### src/rtl/gpio_apb_ctrl.sv
// APB-attached GPIO controller: output/direction registers, a two-flop input
// synchronizer, per-pin edge detection with selectable polarity, sticky W1C
// interrupt status and a level interrupt output.
module gpio_apb_ctrl #(
  parameter int unsigned GPIO_WIDTH = 16
) (
  input  logic                  HCLK,
  input  logic                  HRESET,
  input  logic                  PSEL,
  input  logic                  PENABLE,
  input  logic                  PWRITE,
  input  logic [11:0]           PADDR,
  input  logic [31:0]           PWDATA,
  output logic [31:0]           PRDATA,
  output logic                  PREADY,
  output logic                  PSLVERR,
  output logic [GPIO_WIDTH-1:0] DIR,
  output logic [GPIO_WIDTH-1:0] WDATA,
  input  logic [GPIO_WIDTH-1:0] RDATA,
  output logic                  IRQ
);

  localparam int unsigned W = GPIO_WIDTH;

  // Word offsets (PADDR[11:2]) of the register map.
  localparam logic [9:0] AddrDout    = 10'd0;
  localparam logic [9:0] AddrDir     = 10'd1;
  localparam logic [9:0] AddrDin     = 10'd2;
  localparam logic [9:0] AddrInten   = 10'd3;
  localparam logic [9:0] AddrIntpol  = 10'd4;
  localparam logic [9:0] AddrIntstat = 10'd5;

  logic [W-1:0] r_dout;
  logic [W-1:0] r_dir;
  logic [W-1:0] r_inten;
  logic [W-1:0] r_intpol;
  logic [W-1:0] r_intstat;
  logic [W-1:0] r_s1;
  logic [W-1:0] r_s2;
  logic [W-1:0] r_prev;

  logic [9:0]   w_word;
  logic         w_wr_en;
  logic [W-1:0] w_wdata;
  logic [W-1:0] w_edge;
  logic [W-1:0] w_clr;
  logic [W-1:0] w_intstat_d;
  logic [W-1:0] w_rd_word;
  logic         w_unused;

  assign w_word  = PADDR[11:2];
  assign w_wr_en = PSEL & PENABLE & PWRITE;
  assign w_wdata = PWDATA[W-1:0];

  // Byte-lane bits and PWDATA bits above the GPIO width carry no meaning.
  assign w_unused = ^{PADDR[1:0], PWDATA};

  // Edge seen on the synchronized pin, polarity chosen per bit by INTPOL.
  assign w_edge = (r_intpol & r_s2 & ~r_prev) | (~r_intpol & ~r_s2 & r_prev);

  // W1C mask applied only on a committed INTSTAT write.
  assign w_clr = (w_wr_en && (w_word == AddrIntstat)) ? w_wdata : '0;

  // Clear first, then set, so a same-cycle edge wins over the W1C.
  assign w_intstat_d = (r_intstat & ~w_clr) | w_edge;

  // Software-visible control registers, committed on the APB access phase.
  always_ff @(posedge HCLK or posedge HRESET) begin
    if (HRESET) begin
      r_dout   <= '0;
      r_dir    <= '0;
      r_inten  <= '0;
      r_intpol <= '0;
    end else if (w_wr_en) begin
      if (w_word == AddrDout)   r_dout   <= w_wdata;
      if (w_word == AddrDir)    r_dir    <= w_wdata;
      if (w_word == AddrInten)  r_inten  <= w_wdata;
      if (w_word == AddrIntpol) r_intpol <= w_wdata;
    end
  end

  // Pin synchronizer, one-cycle history for edge detection, sticky status.
  always_ff @(posedge HCLK or posedge HRESET) begin
    if (HRESET) begin
      r_s1      <= '0;
      r_s2      <= '0;
      r_prev    <= '0;
      r_intstat <= '0;
    end else begin
      r_s1      <= RDATA;
      r_s2      <= r_s1;
      r_prev    <= r_s2;
      r_intstat <= w_intstat_d;
    end
  end

  // Read mux: combinational from the address; zero when not a read.
  always_comb begin
    w_rd_word = '0;
    case (w_word)
      AddrDout:    w_rd_word = r_dout;
      AddrDir:     w_rd_word = r_dir;
      AddrDin:     w_rd_word = r_s2;
      AddrInten:   w_rd_word = r_inten;
      AddrIntpol:  w_rd_word = r_intpol;
      AddrIntstat: w_rd_word = r_intstat;
      default:     w_rd_word = '0;
    endcase
    PRDATA = '0;
    if (PSEL && !PWRITE) PRDATA = 32'(w_rd_word);
  end

  assign PREADY  = 1'b1;
  assign PSLVERR = 1'b0;
  assign WDATA   = r_dout;
  assign DIR     = r_dir;
  assign IRQ     = |(r_intstat & r_inten);

endmodule

### config.mk
export PLATFORM = sky130hd
export DESIGN_NAME = gpio_apb_ctrl
export DESIGN_NICKNAME = d
export VERILOG_FILES = /design/src/rtl/gpio_apb_ctrl.sv
export SDC_FILE = /design/constraint.sdc
export NUM_CORES = 1
export LEC_CHECK = 0
export CORE_AREA = 10 10 114 136
export CTS_BUF_LIST = sky130_fd_sc_hd__clkbuf_4 sky130_fd_sc_hd__clkbuf_8
export DETAILED_ROUTE_END_ITERATION = 16
export DIE_AREA = 0 0 124 146
export GPL_ROUTABILITY_DRIVEN = 0
export PLACE_DENSITY = 0.81
export SYNTH_ARGS = -nofsm -noshare
export SYNTH_HDL_FRONTEND = slang
export SYNTH_SLANG_ARGS = --single-unit
### constraint.sdc
create_clock -name HCLK -period 4.6 [get_ports HCLK]
set_clock_uncertainty 0.05 [all_clocks]
set_input_delay 1.38 -clock HCLK [delete_from_list [all_inputs] [get_ports HCLK]]
set_output_delay 1.38 -clock HCLK [all_outputs]
set_load 0.02 [all_outputs]
==> flow_summary.yaml <==
yosys:
  synth_compound_area_share_pct: 12.9
  synth_top_area_share_pct: 54.6
  syn_area_per_cell_sq_um: 12.8
  synth-seq-cells: 128
  synth_edf_count: 0
  yosys.area_share.adder_pct: 0
  yosysSeqAreaShare_pct: 54.6
  ys.flop_type: "dfrtp_1"
  syn_area_sq_um: 5870
  synth_top_area_cell: "dfrtp_1"
  synthTopCellsByCount: "dfrtp_1 (128), mux2_2 (58), a211o_1 (36)"
  synth_top_family_by_area: "multiplexers"
  synthArstFlopShare_pct: 100
  ys_warn_count: 0
  synth_xor_area_share_pct: 0
  syn_inst: 460
  synth_most_common_cell: "dfrtp_1"
  synthTopCellsByArea: "dfrtp_1 (55%), mux2_2 (11%), a211o_1 (5.4%)"
  yosys.area_share.simple_pct: 9.02
  yosysUniqueCellTypes: 43
  synth.mux.area_fraction_pct: 18.7
route:
  drc: 0
  wl_mm: 15.0
  avgRoutedWirePerCell_um: 20.1
  antenna_left: 0
  dr.pass1.iters: 4
  viasPerCell: 5.49
  first_iter_violations: 273
  vias: 4092
grt:
  gr-total-overflow: 0
  busiest_layer: "met2"
  gr-usage-met1_pct: 19.5
  grt_max_degree: 46
  grtUsageTotal_pct: 16.8
  use_met3_pct: 4.54
  first_global_vias: 4519
  grt_util_met2_pct: 27.9
  antenna_found_initial: 0
  grt_pass1_wl_mm: 23.6
timing:
  worstMarginPinSlew_ns: 0.966
  hold_viol: 0
  min_period_ns: 4.52
  rsz0062_at_grt: "no"
  fin_crit_sh_pct: 98.2
  drv_slew: 0
  slew_headroom_pct: 35.5
  finalSetupViolations: 0
  fmaxAchievable_mhz: 221
power_and_ir_drop:
  ir_worst_vdd_mv: 0.216
  p_leak_nw: 3.35
  finalPower_w: 0.00239
  powerDensity_nw_per_um2: 315
cells_and_area:
  diodes: 0
  final_nets: 630
  layout-drive-gt1-share_pct: 27.7
  area_delta_synth_final_pct: 29.0
  fin_util_pct: 58.5
floorplanning:
  ios: 132
  dieArea_sq_um: 18100
  die_w_um: 124
  initial_core_util_pct: 45.3
  num_rows: 46
  core_sq_um: 12900
  dieHeight_um: 146
setup_path:
  path_class: "in -> out"
  startpoint_type: "primary input"
  critPathRequiredTime_ns: 3.17
  arrival_ns: 3.09
  cp_max_fo: 6
  cp-end-kind: "primary output"
clocking:
  clkSinkCount: 128
  ctsHoldBuffers: 0
  clk_pin_slew_ns: 0.07
  cts_tree: "done"
  root_buffer: "clkbuf_8"
  cts_made_buffers: 17
  h-tree-depth: 4
  clock_latency_ns: 0.43
  postCtsSetupBuffers: 0
  clk_path_buf_depth: 2
placement:
  dp_hpwl_mm: 10.2
  portBuffers: 95
hold_path:
  hold_path_class: "reg -> reg"
job:
  maxCapViolCount: 0
status:
  status: "completed"
[critical path: stages]
cell and delay [ns]:
clkdlybuf4s50_1 0.42, or4_4 0.42, or3_4 0.41, buf_12 0.18, a21oi_4 0.13, buf_6 0.13
[final timing paths]
kind	startpoint	to	slack, ns	cells past startpoint
setup / recovery	PADDR[9]	PRDATA[6]	0.08	6
min in group asynchronous	HRESET	r_s1[9]$_DFF_PP0_	1.46	2
hold reg to reg	r_s1[12]$_DFF_PP0_	r_s2[12]$_DFF_PP0_	0.30	0
setup reg to reg	r_s2[15]$_DFF_PP0_	r_intstat[15]$_DFF_PP0_	3.55	3
hold / removal	r_s1[12]$_DFF_PP0_	r_s2[12]$_DFF_PP0_	0.30	0
max in group asynchronous	HRESET	r_inten[6]$_DFFE_PP0P_	2.29	3
[through the flow]
stage / TNS, ns / cells / instance area (sq um) / worst slack [ns] / hold WS (ns)
after detailed placement: -10.37 / 714 / 7030 / -0.736 / 0.286
final: 0 / 746 / 7570 / 0.0849 / 0.297
after floorplan: 0 / 476 / 5930 / 0.197 / 0.281
after CTS: -0.0680 / 746 / 7490 / -0.0241 / 0.302
after global routing: 0 / 746 / 7570 / 0.0464 / 0.306
after global placement: -10.15 / 714 / 7030 / -0.727 / 0.281
[flip-flops by register name, indices dropped and copies added (netlist names)]
name and flops:
r_prev 16, r_s1 16, r_s2 16, r_intpol 16, DIR 16, r_inten 16, WDATA 16, r_intstat 16
[per-layer routing]
layer / up-vias / wire length (um)
li1: 1884 / -
met1: 2056 / 6090
met2: 131 / 7630
met3: 21 / 988
met4: 0 / 258
met5: - / 0
[kinds of logic (layout without fill, tap and decap cells)]
kind of cell,count (synthesis),count (layout)
AND/OR/NAND/NOR,84,84
buffers and inverters,46,148
AO/OA/AOI/OAI,104,104
other,2,18
flip-flops,128,128
multiplexers,96,96
[timing repair]
item	in CTS	in global routing
setup endpoints to repair	16	14
resized for setup	101	17
endpoints found under the hold margin	0	0
pin swaps	2	2
[cells in the final DEF (no fill, tap or decap), types with 5 or more instances in the layout]
cell type | Yosys | routed
buf_4 | 18 | 14
a211o_1 | 36 | 36
buf_12 | 1 | 7
clkinv_2 | 0 | 5
conb_1 | 2 | 18
a21oi_1 | 25 | 13
clkbuf_8 | 0 | 17
nor2b_1 | 18 | 18
a21boi_0 | 11 | 11
nand2_1 | 17 | 17
mux2_2 | 58 | 58
mux2_4 | 10 | 10
dfrtp_1 | 128 | 128
mux2i_1 | 27 | 27
a21oi_4 | 0 | 8
buf_6 | 2 | 8
buf_2 | 3 | 8
clkdlybuf4s50_1 | 0 | 69
nand2b_1 | 19 | 19
nor4b_1 | 5 | 5
o22ai_1 | 17 | 17
[cell type report]
cell class / count / area (sq um)
Multi-Input combinational cell: 302 / 2570
Clock inverter: 15 / 194
Inverter: 2 / 11.3
Timing Repair Buffer: 114 / 1150
Clock buffer: 17 / 234
Fill cell: 1046 / 5380
Sequential cell: 128 / 3200
Tap cell: 168 / 210
[where the power goes]
group          total (W)  leakage, nW  switching, W  internal [W]
combinational   0.000193         1.55      0.000109     0.0000844
sequential       0.00117         1.59     0.0000165       0.00115
clock            0.00103        0.211      0.000440      0.000587
total            0.00239         3.35      0.000566       0.00182
Power figures use the tool's default switching activity.
